===== src/rtl/sysbus_pkg.sv =====
// Shared system-bus definitions: request opcodes, device codes, tag packing
// and the line-transfer state encoding.
package sysbus_pkg;

  localparam logic [3:0] SYSBUS_READ   = 4'h1;
  localparam logic [3:0] SYSBUS_WRITE  = 4'h0;
  localparam logic [3:0] SYSBUS_MEMORY = 4'h1;

  typedef enum logic [2:0] {
    ST_IDLE  = 3'd0,
    ST_ARB   = 3'd1,
    ST_ADDR  = 3'd2,
    ST_WDATA = 3'd3,
    ST_RWAIT = 3'd4,
    ST_DONE  = 3'd5
  } xfer_state_t;

  // Tag layout: opcode in [15:12], target device in [11:8], low byte zero.
  function automatic logic [15:0] sysbus_tag(input logic [3:0] op, input logic [3:0] dev);
    return {op, dev, 8'h00};
  endfunction

endpackage


===== src/rtl/line_beat_buf.sv =====
// Line-sized register file organised as BEATS slots: single-beat writes,
// whole-line loads, packed line view and a per-beat read port.
module line_beat_buf #(
  parameter int BEAT_WIDTH = 64,
  parameter int BEATS      = 8
) (
  input  logic                          clk,
  input  logic                          reset,
  input  logic                          beat_we,
  input  logic [$clog2(BEATS)-1:0]      beat_idx,
  input  logic [BEAT_WIDTH-1:0]         beat_in,
  input  logic                          line_load,
  input  logic [BEAT_WIDTH*BEATS-1:0]   line_in,
  output logic [BEAT_WIDTH*BEATS-1:0]   line,
  output logic [BEAT_WIDTH-1:0]         beat_out
);

  logic [BEAT_WIDTH-1:0] slots [BEATS];

  // NOTE: this storage is reset on purpose so no stale line is ever visible
  // after an aborted transfer; a plain RAM without reset would not allow that.
  always_ff @(posedge clk) begin
    if (reset) begin
      for (int i = 0; i < BEATS; i++) slots[i] <= '0;
    end else if (line_load) begin
      for (int i = 0; i < BEATS; i++) slots[i] <= line_in[i*BEAT_WIDTH +: BEAT_WIDTH];
    end else if (beat_we) begin
      slots[beat_idx] <= beat_in;
    end
  end

  // NOTE: default assignment first so the combinational block cannot infer a latch.
  always_comb begin
    line = '0;
    for (int i = 0; i < BEATS; i++) line[i*BEAT_WIDTH +: BEAT_WIDTH] = slots[i];
  end

  assign beat_out = slots[beat_idx];

endmodule


===== src/rtl/bus_line_xfer.sv =====
// Line fill / writeback engine: arbitrates for the system bus, issues the
// line address, then streams LINE_BEATS beats out (write) or in (read).
module bus_line_xfer
  import sysbus_pkg::*;
#(
  parameter int BUS_DATA_WIDTH = 64,
  parameter int BUS_TAG_WIDTH  = 13,
  parameter int LINE_BEATS     = 8,
  parameter int LINE_WIDTH     = BUS_DATA_WIDTH * LINE_BEATS
) (
  input  logic                      clk,
  input  logic                      reset,
  input  logic                      start,
  input  logic                      write,
  input  logic [BUS_DATA_WIDTH-1:0] addr,
  input  logic [LINE_WIDTH-1:0]     wdata,
  output logic [LINE_WIDTH-1:0]     rdata,
  output logic                      done,
  output logic                      busy,
  output logic                      abtr_reqcyc,
  input  logic                      abtr_grant,
  output logic                      bus_busy,
  output logic                      main_bus_reqcyc,
  output logic [BUS_DATA_WIDTH-1:0] main_bus_req,
  output logic [BUS_TAG_WIDTH-1:0]  main_bus_reqtag,
  input  logic                      main_bus_respcyc,
  input  logic [BUS_DATA_WIDTH-1:0] main_bus_resp,
  input  logic [BUS_TAG_WIDTH-1:0]  main_bus_resptag,
  output logic                      main_bus_respack
);

  localparam int IDX_W = $clog2(LINE_BEATS);
  localparam int CNT_W = IDX_W + 1;
  localparam int OFF_W = $clog2(LINE_WIDTH / 8);

  localparam logic [BUS_DATA_WIDTH-1:0] ALIGN_MASK =
    ~((BUS_DATA_WIDTH'(1) << OFF_W) - BUS_DATA_WIDTH'(1));
  localparam logic [BUS_TAG_WIDTH-1:0] RD_TAG =
    BUS_TAG_WIDTH'(sysbus_tag(SYSBUS_READ, SYSBUS_MEMORY));
  localparam logic [BUS_TAG_WIDTH-1:0] WR_TAG =
    BUS_TAG_WIDTH'(sysbus_tag(SYSBUS_WRITE, SYSBUS_MEMORY));
  localparam logic [CNT_W-1:0] LAST_BEAT = CNT_W'(LINE_BEATS - 1);

  xfer_state_t               state;
  logic [CNT_W-1:0]          cnt;
  logic                      write_q;
  logic [BUS_DATA_WIDTH-1:0] addr_q;
  logic                      accept;
  logic                      wb_load;
  logic [BUS_DATA_WIDTH-1:0] wb_beat;
  logic [BUS_DATA_WIDTH-1:0] fill_beat_unused;
  logic [LINE_WIDTH-1:0]     wb_line_unused;

  assign accept  = (state == ST_RWAIT) && main_bus_respcyc && (main_bus_resptag == RD_TAG);
  assign wb_load = (state == ST_IDLE) && start && write;

  // NOTE: all state uses non-blocking assignments so every register samples
  // pre-edge values regardless of statement order.
  always_ff @(posedge clk) begin
    if (reset) begin
      state   <= ST_IDLE;
      cnt     <= '0;
      write_q <= 1'b0;
      addr_q  <= '0;
    end else begin
      case (state)
        ST_IDLE: if (start) begin
          write_q <= write;
          addr_q  <= addr & ALIGN_MASK;
          state   <= ST_ARB;
        end
        ST_ARB: if (abtr_grant) begin
          cnt   <= '0;
          state <= ST_ADDR;
        end
        ST_ADDR: state <= write_q ? ST_WDATA : ST_RWAIT;
        ST_WDATA: begin
          cnt <= cnt + 1'b1;
          if (cnt == LAST_BEAT) state <= ST_DONE;
        end
        ST_RWAIT: if (accept) begin
          cnt <= cnt + 1'b1;
          if (cnt == LAST_BEAT) state <= ST_DONE;
        end
        ST_DONE: state <= ST_IDLE;
        default: state <= ST_IDLE;
      endcase
    end
  end

  // Separate fill and writeback storage keeps rdata untouched by writebacks.
  line_beat_buf #(.BEAT_WIDTH(BUS_DATA_WIDTH), .BEATS(LINE_BEATS)) u_fill_buf (
    .clk       (clk),
    .reset     (reset),
    .beat_we   (accept),
    .beat_idx  (cnt[IDX_W-1:0]),
    .beat_in   (main_bus_resp),
    .line_load (1'b0),
    .line_in   ({LINE_WIDTH{1'b0}}),
    .line      (rdata),
    .beat_out  (fill_beat_unused)
  );

  line_beat_buf #(.BEAT_WIDTH(BUS_DATA_WIDTH), .BEATS(LINE_BEATS)) u_wb_buf (
    .clk       (clk),
    .reset     (reset),
    .beat_we   (1'b0),
    .beat_idx  (cnt[IDX_W-1:0]),
    .beat_in   ({BUS_DATA_WIDTH{1'b0}}),
    .line_load (wb_load),
    .line_in   (wdata),
    .line      (wb_line_unused),
    .beat_out  (wb_beat)
  );

  assign busy             = (state != ST_IDLE);
  assign done             = (state == ST_DONE);
  assign abtr_reqcyc      = (state == ST_ARB);
  assign bus_busy         = (state == ST_ADDR) || (state == ST_WDATA) ||
                            (state == ST_RWAIT) || (state == ST_DONE);
  assign main_bus_reqcyc  = (state == ST_ADDR) || (state == ST_WDATA);
  assign main_bus_respack = accept;

  always_comb begin
    main_bus_req    = '0;
    main_bus_reqtag = '0;
    if (state == ST_ADDR) begin
      main_bus_req    = addr_q;
      main_bus_reqtag = write_q ? WR_TAG : RD_TAG;
    end else if (state == ST_WDATA) begin
      main_bus_req    = wb_beat;
      main_bus_reqtag = WR_TAG;
    end
  end

endmodule

===== config.mk =====
export PLATFORM = sky130hd
export DESIGN_NAME = bus_line_xfer
export DESIGN_NICKNAME = d
export VERILOG_FILES = /design/src/rtl/sysbus_pkg.sv /design/src/rtl/line_beat_buf.sv /design/src/rtl/bus_line_xfer.sv
export SDC_FILE = /design/constraint.sdc
export NUM_CORES = 1
export LEC_CHECK = 0
export BUFFER_PORTS_ARGS = -buffer_cell sky130_fd_sc_hd__clkbuf_2
export CORE_AREA = 4 4 483 485
export CTS_CLUSTER_DIAMETER = 150
export DETAILED_ROUTE_END_ITERATION = 10
export DIE_AREA = 0 0 487 489
export GPL_TIMING_DRIVEN = 0
export PLACE_DENSITY = 0.42
export SYNTH_ARGS = -nofsm -noshare
export SYNTH_HDL_FRONTEND = slang
export SYNTH_SLANG_ARGS = --single-unit

===== constraint.sdc =====
create_clock -name clk -period 18.15 [get_ports clk]
set_clock_uncertainty 0.2 [all_clocks]
set_input_delay 0.9075 -clock clk [delete_from_list [all_inputs] [get_ports clk]]
set_output_delay 0.9075 -clock clk [all_outputs]
set_load 0.02 [all_outputs]

==> flow_summary.json, run 1 <==
{
  "die_area_um2": 238000,
  "finalHoldViolCount": 0,
  "wl_met1_mm": 80.5,
  "async_flop_share_pct": 0,
  "met3_length_mm": 14.0,
  "cp_max_fo": 11,
  "insertion_delay_ns": 0.77,
  "gp_congestion": 0.845,
  "slew_headroom_pct": 10.2,
  "slew_viol_final": 0,
  "placed_area_um2": 55600,
  "top_layer": "met5",
  "gr-usage-all-layers_pct": 17.1,
  "tns_ns": 0,
  "rsz0062_at_grt": "false",
  "die_x_um": 487,
  "dp_cells": 7202,
  "synth_area_um2": 44900,
  "drive_above_1_share_pct": 37.9,
  "io_buffers": 1236,
  "hold_buffers": 0,
  "num-fill-cells": 24100,
  "yosys_warnings": 0,
  "core_um2": 229000,
  "ir_drop_v": 0.0000697,
  "cts_tree": "yes",
  "pin_count": 1254,
  "fin_nets": 4973,
  "fin_hold_ws_ns": 0.149,
  "cts_sinks": 1093,
  "stdcell_area_um2": 60100,
  "grt_pass1_vias": 31700,
  "postCtsSetupRepairBufs": 0,
  "worstSetupPathType": "flip-flop to output port",
  "drt_first_pass_iters": 7,
  "setup_viol": 0,
  "powerDensity_nw_per_um2": 111,
  "cp-start-kind": "flip-flop",
  "p_leak_uw": 0.0238,
  "synth_common_cells": "edfxtp_1 (1024), and2_1 (897), nand2_1 (185), clkbuf_1 (134), nor2b_1 (130)",
  "ant_nets": 0,
  "start_util_pct": 19.6,
  "die_h_um": 489,
  "fin_cells": 7469,
  "grt_pass1_wl_mm": 277,
  "ctsResizeCount": 0,
  "ys_seq_elements": 1093,
  "post-dp-hpwl_mm": 165,
  "synthDistinctLibCells": 48,
  "yosysMostFrequentCell": "edfxtp_1",
  "grt_max_degree": 68,
  "wl_met2_mm": 111,
  "synth_top_area_share_pct": 68.4,
  "cts.htree.levels": 4,
  "root_buffer": "clkbuf_16",
  "synth_largest_area_cell": "edfxtp_1",
  "synth_cells": 2904,
  "cp-end-kind": "output port",
  "synth.yosys.seq_area_share_pct": 71.5,
  "synth_area_per_cell_um2": 15.5,
  "worstMarginPinSlew_ns": 1.35,
  "status": "completed",
  "gr-total-overflow": 0,
  "num_rows": 176,
  "clkTransAtPathRegs_ns": 0.06,
  "area_growth_pct": 33.8,
  "max-cap-violations": 0,
  "min_path_type": "input port to flip-flop",
  "synth_edf_count": 1024,
  "avgRoutedWirePerCell_um": 28.1,
  "worst_ep_required_time_ns": 17.04,
  "cp.arrival_ns": 4.58,
  "drt-initial-drc-count": 2028,
  "via_count": 30000,
  "viasPerCell": 4.01,
  "cts_buffers": 133,
  "finalCriticalPeriod_ns": 5.69,
  "antenna_found_initial": 50,
  "drt_wl_total_mm": 210,
  "fin_crit_sh_pct": 31.4,
  "cts_buffer_depth": 3,
  "synth-main-ff-cell": "edfxtp_1",
  "yosys-top-cells-area": "edfxtp_1 (68%), and2_1 (12%), mux4_2 (6.4%)",
  "max_freq_ghz": 0.176,
  "drc_errors": 0
}
cell families (layout without fill, tap and decap cells):
family / Yosys count / after routing / share of synthesized area (%)
flip-flops: 1093 / 1093 / 71.5
AO/OA/AOI/OAI: 144 / 144 / 1.76
other: 1 / 32 / 0.00835
XOR/XNOR: 1 / 1 / 0.0195
multiplexers: 196 / 196 / 7.93
adder cells (fa/ha/maj): 3 / 3 / 0.0836
buffers and inverters: 200 / 1708 / 1.92
AND/OR/NAND/NOR: 1266 / 1266 / 16.8
power breakdown:
part           switching [uW]  total [uW]  internal (uW)
Clock                    1170        2740           1580
Combinational             569         837            269
Sequential               79.0        3100           3020
layout make-up:
type / instances / area (um2) / area share, %
Multi-Input combinational cell: 1621 / 12000 / 20.0
Antenna cell: 21 / 52.6 / 0.0874
Clock buffer: 166 / 3580 / 5.95
Timing Repair Buffer: 1262 / 6770 / 11.3
Tap cell: 3026 / 3790 / 6.30
Inverter: 5 / 18.8 / 0.0312
Sequential cell: 1093 / 32100 / 53.5
Buffer: 195 / 853 / 1.42
Clock inverter: 80 / 873 / 1.45
path summary, 6_finish.rpt:
check	from	to	slack (ns)	cells past startpoint
setup reg to reg	state[2]	u_wb_buf.slots[4][40]	14.20	7
hold reg to reg	addr_q[62]	addr_q[62]	0.25	2
hold / removal	addr[25]	addr_q[25]	0.15	3
setup / recovery	state[2]	main_bus_req[59]	12.46	6
worst max-delay path, stage by stage (launching register included):
cell and delay, ns:
dfxtp_1 0.31, clkbuf_1 0.38, nand3b_1 0.64, clkbuf_1 1.05, clkbuf_1 0.84, o21ai_0 0.30
clkbuf_2 0.25
stage by stage:
stage / setup slack (ns) / power [uW] / util (%)
after detailed placement: 12.83 / 4020 / 24.3
after floorplan: 4.85 / 3610 / -
after CTS: 11.91 / 6800 / 26.2
final: 12.46 / 6680 / 26.2
after global routing: 12.11 / 6940 / 26.2
after global placement: -2.99 / 4130 / 24.0
sequential cells by signal, summed over array words and instances (netlist names), named ones only:
| signal | flops |
|---|---|
| u_wb_buf.slots | 512 |
| cnt | 4 |
| addr_q | 58 |
| write_q | 1 |
| state | 3 |
| u_fill_buf.slots | 512 |
metal layers:
layer	vias to the layer above	GRT usage, %
met5	-	0
met4	22	3.72
met3	218	4.27
met2	1228	31.8
met1	15200	19.6
li1	13200	-
cells in the final DEF, fill, tap and decap left out, types with 62 or more instances in the layout:
cell type	instances
mux4_2	128
nand2_1	183
dfxtp_1	69
clkbuf_1	154
and2_1	897
clkbuf_2	1265
a21oi_1	62
edfxtp_1	1024
clkbuf_16	137
nor2b_1	130
mux2i_1	68
No activity file was read; power rests on OpenSTA's default activity.
==> run 2: changes to the inputs <==
ABC_AREA = 1   (was default)
CORE_AREA = 4 4 485 487   (was 4 4 483 485)
DIE_AREA = 0 0 489 491   (was 0 0 487 489)
PLACE_DENSITY = 0.43   (was 0.42)
clock period = 4.89 ns   (was 18.15 ns; I/O delays follow)
==> run 2 against run 1 <==
  * The run now ends with negative hold slack left
  * Power grew to 4.4 times the previous value
  * Non-clock buffer count grew 699
  * Combinational power grew to 9.1 times the previous value
  * Synthesized cell count grew 43%
  * Critical path depth grew 1
  * Via count grew 29%
  * Core utilization grew 2.6 points
  * Sequential share of layout area shrank 5.3 points
  * Clock power grew to 3.7 times the previous value
  * Wire length grew 11%
  * Cell count grew 25%
  * Critical endpoint is now main_bus_req[61]
==> flow_summary.json, run 2 <==
{
  "status": "finished with violations",
  "violations": "negative hold slack",
  "num_rows": 177,
  "setup_viol": 0,
  "post-dp-hpwl_mm": 181,
  "gr-usage-all-layers_pct": 18.7,
  "insertion_delay_ns": 0.76,
  "cp_top_family": "buffers and inverters",
  "yosysMostFrequentCell": "nor2_1",
  "pin_count": 1254,
  "min_path_type": "input port to flip-flop",
  "synth_top_area_share_pct": 68.1,
  "async_flop_share_pct": 0,
  "area_growth_pct": 47.7,
  "rsz0062_at_grt": "false",
  "stdcell_area_um2": 66700,
  "cp_num_cells": 7,
  "powerDensity_nw_per_um2": 441,
  "die_h_um": 491,
  "start_util_pct": 19.5,
  "drt_wl_total_mm": 234,
  "grt_pass1_vias": 40100,
  "synth.yosys.seq_area_share_pct": 71.1,
  "reg2reg_from": "state[1]",
  "grt_pass1_wl_mm": 313,
  "synth_area_per_cell_um2": 10.9,
  "drc_errors": 0,
  "viasPerCell": 4.12,
  "pwr-share-seq_pct": 39.3,
  "cts.htree.levels": 4,
  "placed_area_um2": 55700,
  "antenna_found_initial": 42,
  "grt_max_degree": 106,
  "worstSetupPathType": "flip-flop to output port",
  "core_um2": 231000,
  "finalHoldViolCount": 8,
  "drive_above_1_share_pct": 24.6,
  "synth-main-ff-cell": "edfxtp_1",
  "p_sw_uw": 10200,
  "cp-start-kind": "flip-flop",
  "worstMarginPinSlew_ns": 1.43,
  "slew_viol_final": 0,
  "die_x_um": 489,
  "yosys_warnings": 0,
  "gp_congestion": 0.915,
  "via_count": 38600,
  "max_stage_delay_ns": 0.75,
  "cp_max_fo": 10,
  "p_leak_uw": 0.0294,
  "slew_headroom_pct": 4.15,
  "num-fill-cells": 24400,
  "die_area_um2": 240000,
  "max_freq_ghz": 0.220,
  "ant_nets": 0,
  "drt-initial-drc-count": 3006,
  "worstRegToRegCells": 10,
  "yosys-top-cells-area": "edfxtp_1 (68%), nor2_1 (12%), inv_1 (5.5%)",
  "cts_sinks": 1093,
  "combinationalPowerShare_pct": 25.9,
  "synth_edf_count": 1024,
  "cts_tree": "yes",
  "swShare_pct": 34.6,
  "final_cell_mix": "nor2_1 (1428), clkbuf_2 (1253), edfxtp_1 (1024)",
  "synth_largest_area_cell": "edfxtp_1",
  "ir_drop_v": 0.000278,
  "gr-total-overflow": 0,
  "cts_buffers": 134,
  "worstPathCellList": "clkbuf_2 > clkbuf_1 > o21ai_0 > o211ai_1 > nand3_1 > o21ai_0 > clkbuf_2",
  "synth_area_um2": 45200,
  "cp-end-kind": "output port",
  "cts_buffer_depth": 3,
  "fin_nets": 6856,
  "cp.arrival_ns": 4.11,
  "intPower_uw": 19200,
  "avgRoutedWirePerCell_um": 24.9,
  "drt_first_pass_iters": 7,
  "endpoint": "main_bus_req[61]",
  "path_buf_inv": 3,
  "p_clk_share_pct": 34.7,
  "r2r-end": "u_wb_buf.slots[3][13]",
  "root_buffer": "clkbuf_16",
  "ys_seq_elements": 1093,
  "synthDistinctLibCells": 25,
  "largest_registers": "u_fill_buf.slots: 512 flops, u_wb_buf.slots: 512 flops, addr_q: 58 flops",
  "synth_cells": 4149,
  "io_buffers": 1235,
  "fin_crit_sh_pct": 93.1,
  "cpMaxStageDelayCell": "dfxtp_1",
  "fin_hold_ws_ns": -0.0494,
  "r2r_slack_ns": 0.59,
  "clkTransAtPathRegs_ns": 0.06,
  "finalCriticalPeriod_ns": 4.55,
  "max-cap-violations": 0,
  "worst_ep_required_time_ns": 4.45,
  "synth_common_cells": "nor2_1 (1428), edfxtp_1 (1024), inv_1 (657), o21ai_0 (382), clkbuf_1 (174)",
  "layout_commonest_cell": "nor2_1"
}
run 2: changes by cell type in the layout (fill, tap and decap cells not counted), sizes merged, moves of 17 or more:
cell	previous run	this run
nor2b	130	0
dlygate4sd3	0	647
buf	63	98
nor2	13	1429
clkinv	56	39
clkbuf	1560	1592
o21ai	61	382
mux2i	68	0
inv	15	667
and2	897	0
nand3	6	75
o211ai	4	116
mux4	128	0
nand2	185	40
run 2: cells by family (layout without fill, tap and decap cells):
family,after synthesis,after routing,synth area share (%)
other,1,37,0.00830
flip-flops,1093,1093,71.1
adder cells (fa/ha/maj),3,3,0.0831
buffers and inverters,919,3057,8.46
AND/OR/NAND/NOR,1556,1556,13.2
AO/OA/AOI/OAI,577,577,7.07
run 2: routing by layer:
| layer | wire (um) | track usage, % | up-vias | part of all wire [%] |
|---|---|---|---|---|
| li1 | - | - | 17700 | - |
| met1 | 86000 | 20.4 | 18800 | 37 |
| met2 | 121000 | 34.6 | 1721 | 52 |
| met3 | 14500 | 3.53 | 425 | 6.2 |
| met4 | 12100 | 8.97 | 12 | 5.2 |
| met5 | 115 | 0 | - | 0.049 |
run 2: area by class of cell:
type                       count  area [um2]  area share [%]
buffer                       257        1370            2.06
multi-input combinational   2147        9330            14.0
antenna                       26        65.1          0.0975
clock inverter                56         664           0.996
tap                         3043        3810            5.71
inverter                     662        2490            3.73
clock buffer                 183        3750            5.63
timing repair buffer        1899       13100            19.6
sequential                  1093       32100            48.2
run 2: tightest hold or removal path, delay by kind of cell:
family | cells | cell delay, ns
and+or+nand+nor | 1 | 0.19
buffers and inverters | 2 | 0.36
run 2: metrics by stage:
stage	total power, uW	util [%]	setup slack [ns]	instances	setup TNS, ns
6_report	29400	28.8	0.336	9366	0
5_1_grt	30700	28.8	0.126	9358	0
4_1_cts	29800	28.8	0.0232	9340	0
3_5_place_dp	19100	24.1	-0.440	8454	-36.40
3_3_place_gp	19100	23.9	-2.74	8437	-2365.70
2_1_floorplan	15300	-	1.09	4159	0
run 2: worst min path at each step:
stage | start | endpoint | depth (start not counted)
floorplan | addr_q[10] | addr_q[10] | 2
global placement | addr_q[63] | addr_q[63] | 2
detailed placement | addr_q[35] | addr_q[35] | 2
CTS | addr[46] | addr_q[46] | 4
global route | main_bus_resp[7] | u_fill_buf.slots[5][7] | 3
finish | main_bus_resp[7] | u_fill_buf.slots[3][7] | 3
run 2: power groups by stage:
stage | logic (uW) | registers [uW] | clock network, uW
floorplan | 3420 | 11900 | 0
global placement | 7230 | 11900 | 0
detailed placement | 7320 | 11800 | 0
CTS | 7790 | 11600 | 10500
global route | 8240 | 11600 | 10800
finish | 7620 | 11600 | 10200
run 2: repair_timing:
action,4_1_cts,5_1_grt
endpoints found under the setup margin,12,0
hold buffers,647,0
setup buffers,0,0
hold endpoints to repair,1080,0
gates resized for setup,13,0
